File: src/rtl/uart_tx_fifo.sv
// UART transmitter with a small byte FIFO in front of an 8N1/8N2 framer.
// Define UART_TX_PARITY_EN to insert an even-parity bit between the data and stop bits.
//
// state  | meaning
// IDLE   | line high, waiting for a queued byte
// START  | start bit (line low)
// DATA   | eight data bits, LSB first
// PARITY | even parity bit (UART_TX_PARITY_EN only)
// STOP   | STOP_BITS stop bits; pops the next byte on the last cycle
module uart_tx_fifo #(
    parameter int CLKS_PER_BIT = 10417,
    parameter int FIFO_AW      = 2,
    parameter int STOP_BITS    = 1
) (
    input  logic       sysclk,
    input  logic       rst_n,
    input  logic [7:0] data,
    input  logic       start,
    output logic       cereal,
    output logic       busy,
    output logic       fifo_full,
    output logic       overflow
);

    localparam int               DEPTH_I   = 2 ** FIFO_AW;
    localparam logic [FIFO_AW:0] DEPTH     = (FIFO_AW + 1)'(DEPTH_I);
    localparam logic [FIFO_AW:0] CNT_ONE   = (FIFO_AW + 1)'(1);
    localparam logic [FIFO_AW-1:0] PTR_ONE = FIFO_AW'(1);
    localparam logic [15:0]      BAUD_LAST = 16'(CLKS_PER_BIT - 1);
    localparam logic [2:0]       STOP_LAST = 3'(STOP_BITS - 1);

    typedef enum logic [2:0] {
        IDLE   = 3'd0,
        START  = 3'd1,
        DATA   = 3'd2,
`ifdef UART_TX_PARITY_EN
        PARITY = 3'd4,
`endif
        STOP   = 3'd3
    } state_t;

    logic [7:0]         mem [DEPTH_I];
    logic [FIFO_AW-1:0] wr_ptr_q, rd_ptr_q;
    logic [FIFO_AW:0]   count_q, count_d;
    state_t             state_q, state_d;
    logic [15:0]        baud_q, baud_d;
    logic [2:0]         bit_q, bit_d;
    logic [7:0]         shift_q, shift_d;
    logic               cereal_q, cereal_d;
    logic               busy_q, full_q, overflow_q;
    logic               pop, push_acc, bit_end;
`ifdef UART_TX_PARITY_EN
    logic               parity_q, parity_d;
`endif

    // A push while full is still accepted when the framer pops in the same cycle.
    assign push_acc = start && (!full_q || pop);
    assign bit_end  = (baud_q == BAUD_LAST);

    always_comb begin
        count_d = count_q;
        case ({push_acc, pop})
            2'b10:   count_d = count_q + CNT_ONE;
            2'b01:   count_d = count_q - CNT_ONE;
            default: count_d = count_q;
        endcase
    end

    always_ff @(posedge sysclk) begin
        if (push_acc) mem[wr_ptr_q] <= data;
    end

    always_comb begin
        state_d = state_q;
        baud_d  = baud_q + 16'd1;
        bit_d   = bit_q;
        shift_d = shift_q;
        pop     = 1'b0;
`ifdef UART_TX_PARITY_EN
        parity_d = parity_q;
`endif
        case (state_q)
            IDLE: begin
                baud_d = 16'd0;
                if (count_q != '0) begin
                    pop     = 1'b1;
                    shift_d = mem[rd_ptr_q];
`ifdef UART_TX_PARITY_EN
                    parity_d = ^mem[rd_ptr_q];
`endif
                    state_d = START;
                end
            end
            START: begin
                if (bit_end) begin
                    baud_d  = 16'd0;
                    bit_d   = 3'd0;
                    state_d = DATA;
                end
            end
            DATA: begin
                if (bit_end) begin
                    baud_d  = 16'd0;
                    shift_d = {1'b0, shift_q[7:1]};
                    if (bit_q == 3'd7) begin
                        bit_d = 3'd0;
`ifdef UART_TX_PARITY_EN
                        state_d = PARITY;
`else
                        state_d = STOP;
`endif
                    end else begin
                        bit_d = bit_q + 3'd1;
                    end
                end
            end
`ifdef UART_TX_PARITY_EN
            PARITY: begin
                if (bit_end) begin
                    baud_d  = 16'd0;
                    bit_d   = 3'd0;
                    state_d = STOP;
                end
            end
`endif
            STOP: begin
                if (bit_end) begin
                    baud_d = 16'd0;
                    if (bit_q == STOP_LAST) begin
                        bit_d = 3'd0;
                        if (count_q != '0) begin
                            pop     = 1'b1;
                            shift_d = mem[rd_ptr_q];
`ifdef UART_TX_PARITY_EN
                            parity_d = ^mem[rd_ptr_q];
`endif
                            state_d = START;
                        end else begin
                            state_d = IDLE;
                        end
                    end else begin
                        bit_d = bit_q + 3'd1;
                    end
                end
            end
            default: begin
                baud_d  = 16'd0;
                bit_d   = 3'd0;
                state_d = IDLE;
            end
        endcase

        // Line level is registered from the next state so it changes on the same edge.
        case (state_d)
            START:   cereal_d = 1'b0;
            DATA:    cereal_d = shift_d[0];
`ifdef UART_TX_PARITY_EN
            PARITY:  cereal_d = parity_d;
`endif
            default: cereal_d = 1'b1;
        endcase
    end

    always_ff @(posedge sysclk or negedge rst_n) begin
        if (!rst_n) begin
            wr_ptr_q   <= '0;
            rd_ptr_q   <= '0;
            count_q    <= '0;
            state_q    <= IDLE;
            baud_q     <= 16'd0;
            bit_q      <= 3'd0;
            shift_q    <= 8'd0;
            cereal_q   <= 1'b1;
            busy_q     <= 1'b0;
            full_q     <= 1'b0;
            overflow_q <= 1'b0;
`ifdef UART_TX_PARITY_EN
            parity_q   <= 1'b0;
`endif
        end else begin
            if (push_acc) wr_ptr_q <= wr_ptr_q + PTR_ONE;
            if (pop)      rd_ptr_q <= rd_ptr_q + PTR_ONE;
            count_q    <= count_d;
            state_q    <= state_d;
            baud_q     <= baud_d;
            bit_q      <= bit_d;
            shift_q    <= shift_d;
            cereal_q   <= cereal_d;
            busy_q     <= (state_d != IDLE) || (count_d != '0);
            full_q     <= (count_d == DEPTH);
            overflow_q <= start && full_q && !pop;
`ifdef UART_TX_PARITY_EN
            parity_q   <= parity_d;
`endif
        end
    end

    assign cereal    = cereal_q;
    assign busy      = busy_q;
    assign fifo_full = full_q;
    assign overflow  = overflow_q;

endmodule

File: config.mk
export PLATFORM = sky130hd
export DESIGN_NAME = uart_tx_fifo
export DESIGN_NICKNAME = d
export VERILOG_FILES = /design/src/rtl/uart_tx_fifo.sv
export SDC_FILE = /design/constraint.sdc
export NUM_CORES = 1
export LEC_CHECK = 0
export ABC_AREA = 1
export BUFFER_PORTS_ARGS = -buffer_cell sky130_fd_sc_hd__buf_2
export CAP_MARGIN = 20
export CORE_ASPECT_RATIO = 0.5
export CORE_MARGIN = 2
export CORE_UTILIZATION = 50
export CTS_CLUSTER_SIZE = 40
export DETAILED_ROUTE_END_ITERATION = 12
export HOLD_SLACK_MARGIN = 0.15
export PLACE_DENSITY = 0.64
export SLEW_MARGIN = 15
export SYNTH_ARGS = -nofsm -noshare
export SYNTH_HDL_FRONTEND = slang
export SYNTH_SLANG_ARGS = --single-unit
File: constraint.sdc
create_clock -name sysclk -period 3.48 [get_ports sysclk]
set_input_delay 0.174 -clock sysclk [delete_from_list [all_inputs] [get_ports sysclk]]
set_output_delay 0.174 -clock sysclk [all_outputs]
set_load 0.01 [all_outputs]
---- Word-level counts from Yosys, hierarchy flattened ----
Memory sizes are Yosys's and may differ from the RTL's.
Index checks and enable logic that the tools add are counted.
W data, S select, Z words.
word-level totals
  register bits after elaboration ......... 41
  latch bits .............................. 0
  RAM bits ................................ 32
  memory bits (read-only) ................. 0
  input bits .............................. 11
  output and inout port bits .............. 4
  memories ................................ 1
cells by class
  add/subtract/negate cells ............... 6
  $mul .................................... 0
  div/mod/pow operators ................... 0
  $lt $le $gt $ge ......................... 0
  equality and inequality tests ........... 14
  shift-type cells ........................ 0
  multiplexer cells ....................... 29
  bitwise operators ....................... 1
  reduce and logical (&&, ||, !) cells .... 16
memory list
  name  depth  width  rd ports  clocked after memory_dff  write ports  RTL line  text
  mem   4      8      1         0                         1            42        logic [7:0] mem [DEPTH_I];
operator list
  cell                     number
  $mux W3                  11
  $mux W16                 2
  $mux W8                  4
  $pmux W3 S4              2
  $pmux W8 S3              1
  $add A16 B1 Y16 const B  1
  $eq A16 B14 Y1 const B   1
  $reduce_bool A3 Y1       4
  $eq A3 B2 Y1 const B     3
  $ne A2 B2 Y1 const B     4
  $reduce_and A4 Y1        2
  $add A3 B1 Y3 const B    2
  $eq A3 B1 Y1 const B     2
  $eq A3 B3 Y1 const B     2
  $logic_not A3 Y1         2
  $mux W1                  6
  $pmux W3 S2              1
  $add A2 B1 Y2 const B    2
  $pmux W1 S2              2
  $logic_and A1 B1 Y1      3
  $reduce_or A3 Y1         1
  $sub A3 B1 Y3 const B    1
  $eq A2 B1 Y1 const B     1
  $eq A2 B2 Y1 const B     1
  3 further kinds          5

---- Longest topological paths before layout ----
  depth after elaboration ................. 11
  depth in mapped cells ................... 18
  gate-level depth less buffers ........... 17

---- Worst setup path before layout ----
OpenSTA, ideal clock, no wires.
  kind .................................... register -> register
  start ................................... reg bit_q[0]
  end ..................................... reg busy_q, in the netlist busy
  setup time .............................. 130 ps
  data arrival time ....................... 2,365 ps
  data required time ...................... 3,350 ps
  setup slack ............................. 984 ps
  cell stages (with the launch flop) ...... 17
  cell sequence ........................... dfrtp_1 inv_1 ha_1 inv_1 nor2_1 nand3_4 nand2_4 nand2_4 inv_1 ha_1 inv_1 fa_1 a21oi_1 o21ai_0 xor2_1 nor3_1 nand3_1
between the ends
  word-level cells in the longest chain between the ends .. 10
  elaborated cells between the ends (all ways) .. 18
  classes of those cells .................. 3 x eq/ne; 9 x mux; 6 x reduce/logical
RTL lines
  element                                              RTL line  text
  from (decl)                                          47        logic [2:0] bit_q, bit_d;
  from (signal assigned)                               186       bit_q <= bit_d;
  $logic_not A3 Y1 *                                   129       if (bit_q == STOP_LAST) begin
  $mux W1 *                                            129
  $mux W1 *                                            127       if (bit_end) begin
  $pmux W1 S2 *                                        82        case (state_q)
  named net pop                                        51        logic pop, push_acc, bit_end;
  $logic_or A1 B1 Y1                                   57        assign push_acc = start && (!full_q || pop);
  $logic_and A1 B1 Y1                                  57
  $eq A2 B1 Y1 / $eq A2 B2 Y1 (equally long branches)  62        case ({push_acc, pop})
  $pmux W3 S2 *                                        62
  named net count_d[2]                                 44        logic [FIFO_AW:0] count_q, count_d;
  $reduce_bool A3 Y1 *                                 189       busy_q <= (state_d != IDLE) || (count_d != '0);
  $logic_or A1 B1 Y1 *                                 189
  to (signal assigned)                                 189
  to (decl)                                            50        logic busy_q, full_q, overflow_q;
The timed path passes the listed nets; every way through them passes the cells marked *.
A chain may end at the register's enable or synchronous reset.

---- Final worst setup path ----
Same ends and word-level chain as after synthesis.

==> flow_summary.ini <==
[outcome]
outcome = complete, no violations

[timing]
finalClockSkew_ps = 6.02
setup_viol = 0
fin_ws_ps = 664
tightest_slew_ps = 899
timing.hold.ws_ps = 487
slew_headroom_pct = 40.1
fin_crit_ps = 2820
max_freq_mhz = 355
slew_viol_final = 0
rsz0062_at_grt = no
min_period_over_period_pct = 80.9
hold_violations = 0
setup_tns_ps = 0

[die]
ioPinCount = 15
start_util_pct = 53.2
fp.dieArea_um2 = 8070
die_h_um = 64.5
coreArea_um2 = 6880
num_rows = 21
die_w_um = 125

[global_routing]
grt_start_max_net_pins = 42
track_usage_pct = 18.6
grt_pass1_vias = 2429
grt.overflow.total = 0
antenna_found_initial = 0
grt_pass1_wl_um = 11500

[finish]
fin_nets = 427
num_antenna_cells = 0
num-fill-cells = 576
syn_to_final_growth_pct = 14.2
fin_area_um2 = 4190
final_layout_size_suffix_gt1_share_pct = 19.0

[synth]
ys.flop_type = dfrtp_1
synth_nets = 399
synth_most_common_cell = nand2_1
ys.warnings.count = 0
syn-cell-area_um2 = 3660
synth_top_area_cell = dfrtp_1
syn_avg_cell_area_um2 = 9.72
ys_seq_area_share_pct = 54.3
async_reset_ff_share_pct = 56.2
netlist.area_leader.share_pct = 27.3
synthDistinctLibCells = 40
ys_top_cells_by_area = dfrtp_1, edfxtp_1, nand2_1
synth-edff-count = 32
syn_inst = 377
synth_common_cells = nand2_1, dfrtp_1, nor2_1
yosys_register_bits = 73

[power]
intPower_mw = 1.85
power.share.sequential_pct = 43.3
power_density_nw_per_um2 = 684
p_leak_nw = 1.84
ir_drop_v = 0.000430
power.switching_mw = 1.01
pwr-share-comb_pct = 27.1
finalPower_mw = 2.86
swShare_pct = 35.4
clkPwrFrac_pct = 29.6

[routing]
wl_um = 6740
drt_iter0_drc = 118
viasPerCell = 4.99
dr_total_vias = 2503
postRouteAntennaNets = 0
wire_per_inst_um = 13.4
drc = 0
drtPass1Iterations = 4

[setup_path]
critPathKind = flip-flop to flip-flop
required_ps = 3680
crit_arrival_ps = 3020
startpoint = bit_q[0]
r2r_start = bit_q[0]
path_max_fanout = 3
startpoint_type = flip-flop
crit_path_end_kind = flip-flop

[clocking]
cts_buffers = 9
clock_latency_ps = 340
clkTransAtPathRegs_ps = 60
numClockSinks = 73
clock_path_buffers = 2
cts_max_level = 3
cts_tree = built
root_buffer = clkbuf_16
post_cts_buffers = 0

[placed_design]
port-buffer-count = 14
place_hpwl_um = 4560
place_area_um2 = 3810
preCtsSetupSlack_ps = 733
gp_congestion = 0.841

[run]
cap_violations = 0

[worst_hold_path]
hp-start = baud_q[0]
min_path_type = flip-flop to flip-flop
==> routing by layer <==
| metal | GRT usage [%] | part of all wire (%) |
|---|---|---|
| met3 | 6.44 | 3.2 |
| met1 | 23.2 | 49 |
| met2 | 30.8 | 46 |
| met4 | 6.11 | 0.93 |
| met5 | 0 | 0 |
==> final cells by class <==
class	instances	area [um2]	share of cell area (%)
Clock buffer	9	225	5.38
Clock inverter	7	52.6	1.26
Inverter	46	173	4.13
Multi-Input combinational cell	251	1460	34.9
Sequential cell	73	1990	47.5
Tap cell	92	115	2.75
Timing Repair Buffer	24	170	4.07
==> worst paths after layout <==
check / slack (ps) / depth (start not counted) / endpoint
max reg2reg: 660 / 16 / busy
min reg2reg: 490 / 1 / baud_q[0]
min in group asynchronous: 510 / 2 / baud_q[3]
max: 660 / 16 / busy
max in group asynchronous: 2410 / 2 / shift_q[5]
min: 490 / 1 / baud_q[0]
==> power by group through the flow <==
stage               Combinational [mW]  Clock, mW  Sequential [mW]
CTS                              0.781      0.868             1.24
global placement                 0.744          0             1.25
detailed placement               0.765          0             1.25
finish                           0.776      0.848             1.24
floorplan                        0.620          0             1.19
global route                     0.882      0.917             1.26
==> metrics by stage <==
stage / instances / util (%)
2_1_floorplan: 377 / -
3_3_place_gp: 476 / 55.3
6_report: 502 / 60.8
3_5_place_dp: 476 / 55.3
5_1_grt: 502 / 60.8
4_1_cts: 502 / 60.8
==> registers in the layout, indices dropped and copies added (netlist names), 2 cells and up <==
register  flops
mem          32
baud_q       16
shift_q       8
bit_q         3
count_q       3
state_q       3
rd_ptr_q      2
wr_ptr_q      2
==> worst max-delay path, stage by stage (launching register included) <==
cell	delay [ps]
dfrtp_1	400
inv_1	90
ha_1	140
inv_1	30
nor2_1	290
nand3_4	130
nand2_4	100
nand2_4	80
inv_1	100
ha_1	150
inv_1	60
fa_1	380
a21oi_1	160
o21ai_0	110
xor2_1	190
nor3_1	180
nand3_1	100
==> logic make-up after synthesis <==
group	after synthesis	share of synthesized area, %
compound gates	31	5.29
fa+ha+maj	11	3.96
xor+xnor	10	2.39
other cells	1	0.102
simple gates	198	28.1
flops	73	54.3
buf+inv	53	5.87
==> layout by cell type, fill, tap and decap left out, types with 3 or more instances in the layout <==
| master | netlist | final |
|---|---|---|
| nand2_1 | 79 | 79 |
| dfrtp_1 | 40 | 40 |
| nor2_1 | 38 | 38 |
| inv_1 | 36 | 36 |
| edfxtp_1 | 32 | 32 |
| nand3_1 | 28 | 28 |
| buf_2 | 4 | 14 |
| a21oi_1 | 11 | 11 |
| inv_2 | 10 | 10 |
| ha_1 | 10 | 10 |
| dlygate4sd3_1 | 0 | 10 |
| nor2_2 | 9 | 9 |
| o21ai_1 | 9 | 9 |
| clkbuf_16 | 0 | 9 |
| nand2_4 | 8 | 8 |
| nand4_1 | 7 | 7 |
| xor2_1 | 7 | 7 |
| nand2_2 | 6 | 6 |
| nor3_1 | 6 | 6 |
| nor2_4 | 5 | 5 |
| o21ai_0 | 4 | 4 |
| nand3_4 | 3 | 3 |
| xnor2_1 | 3 | 3 |
| nor3b_1 | 3 | 3 |
| clkinvlp_4 | 0 | 3 |
| inv_6 | 0 | 3 |
==> timing repair <==
item | in CTS | in global routing
hold buffers | 10 | 0
gates resized for setup | 0 | 0
endpoints found under the hold margin | 75 | 0
Power figures use the tool's default switching activity.
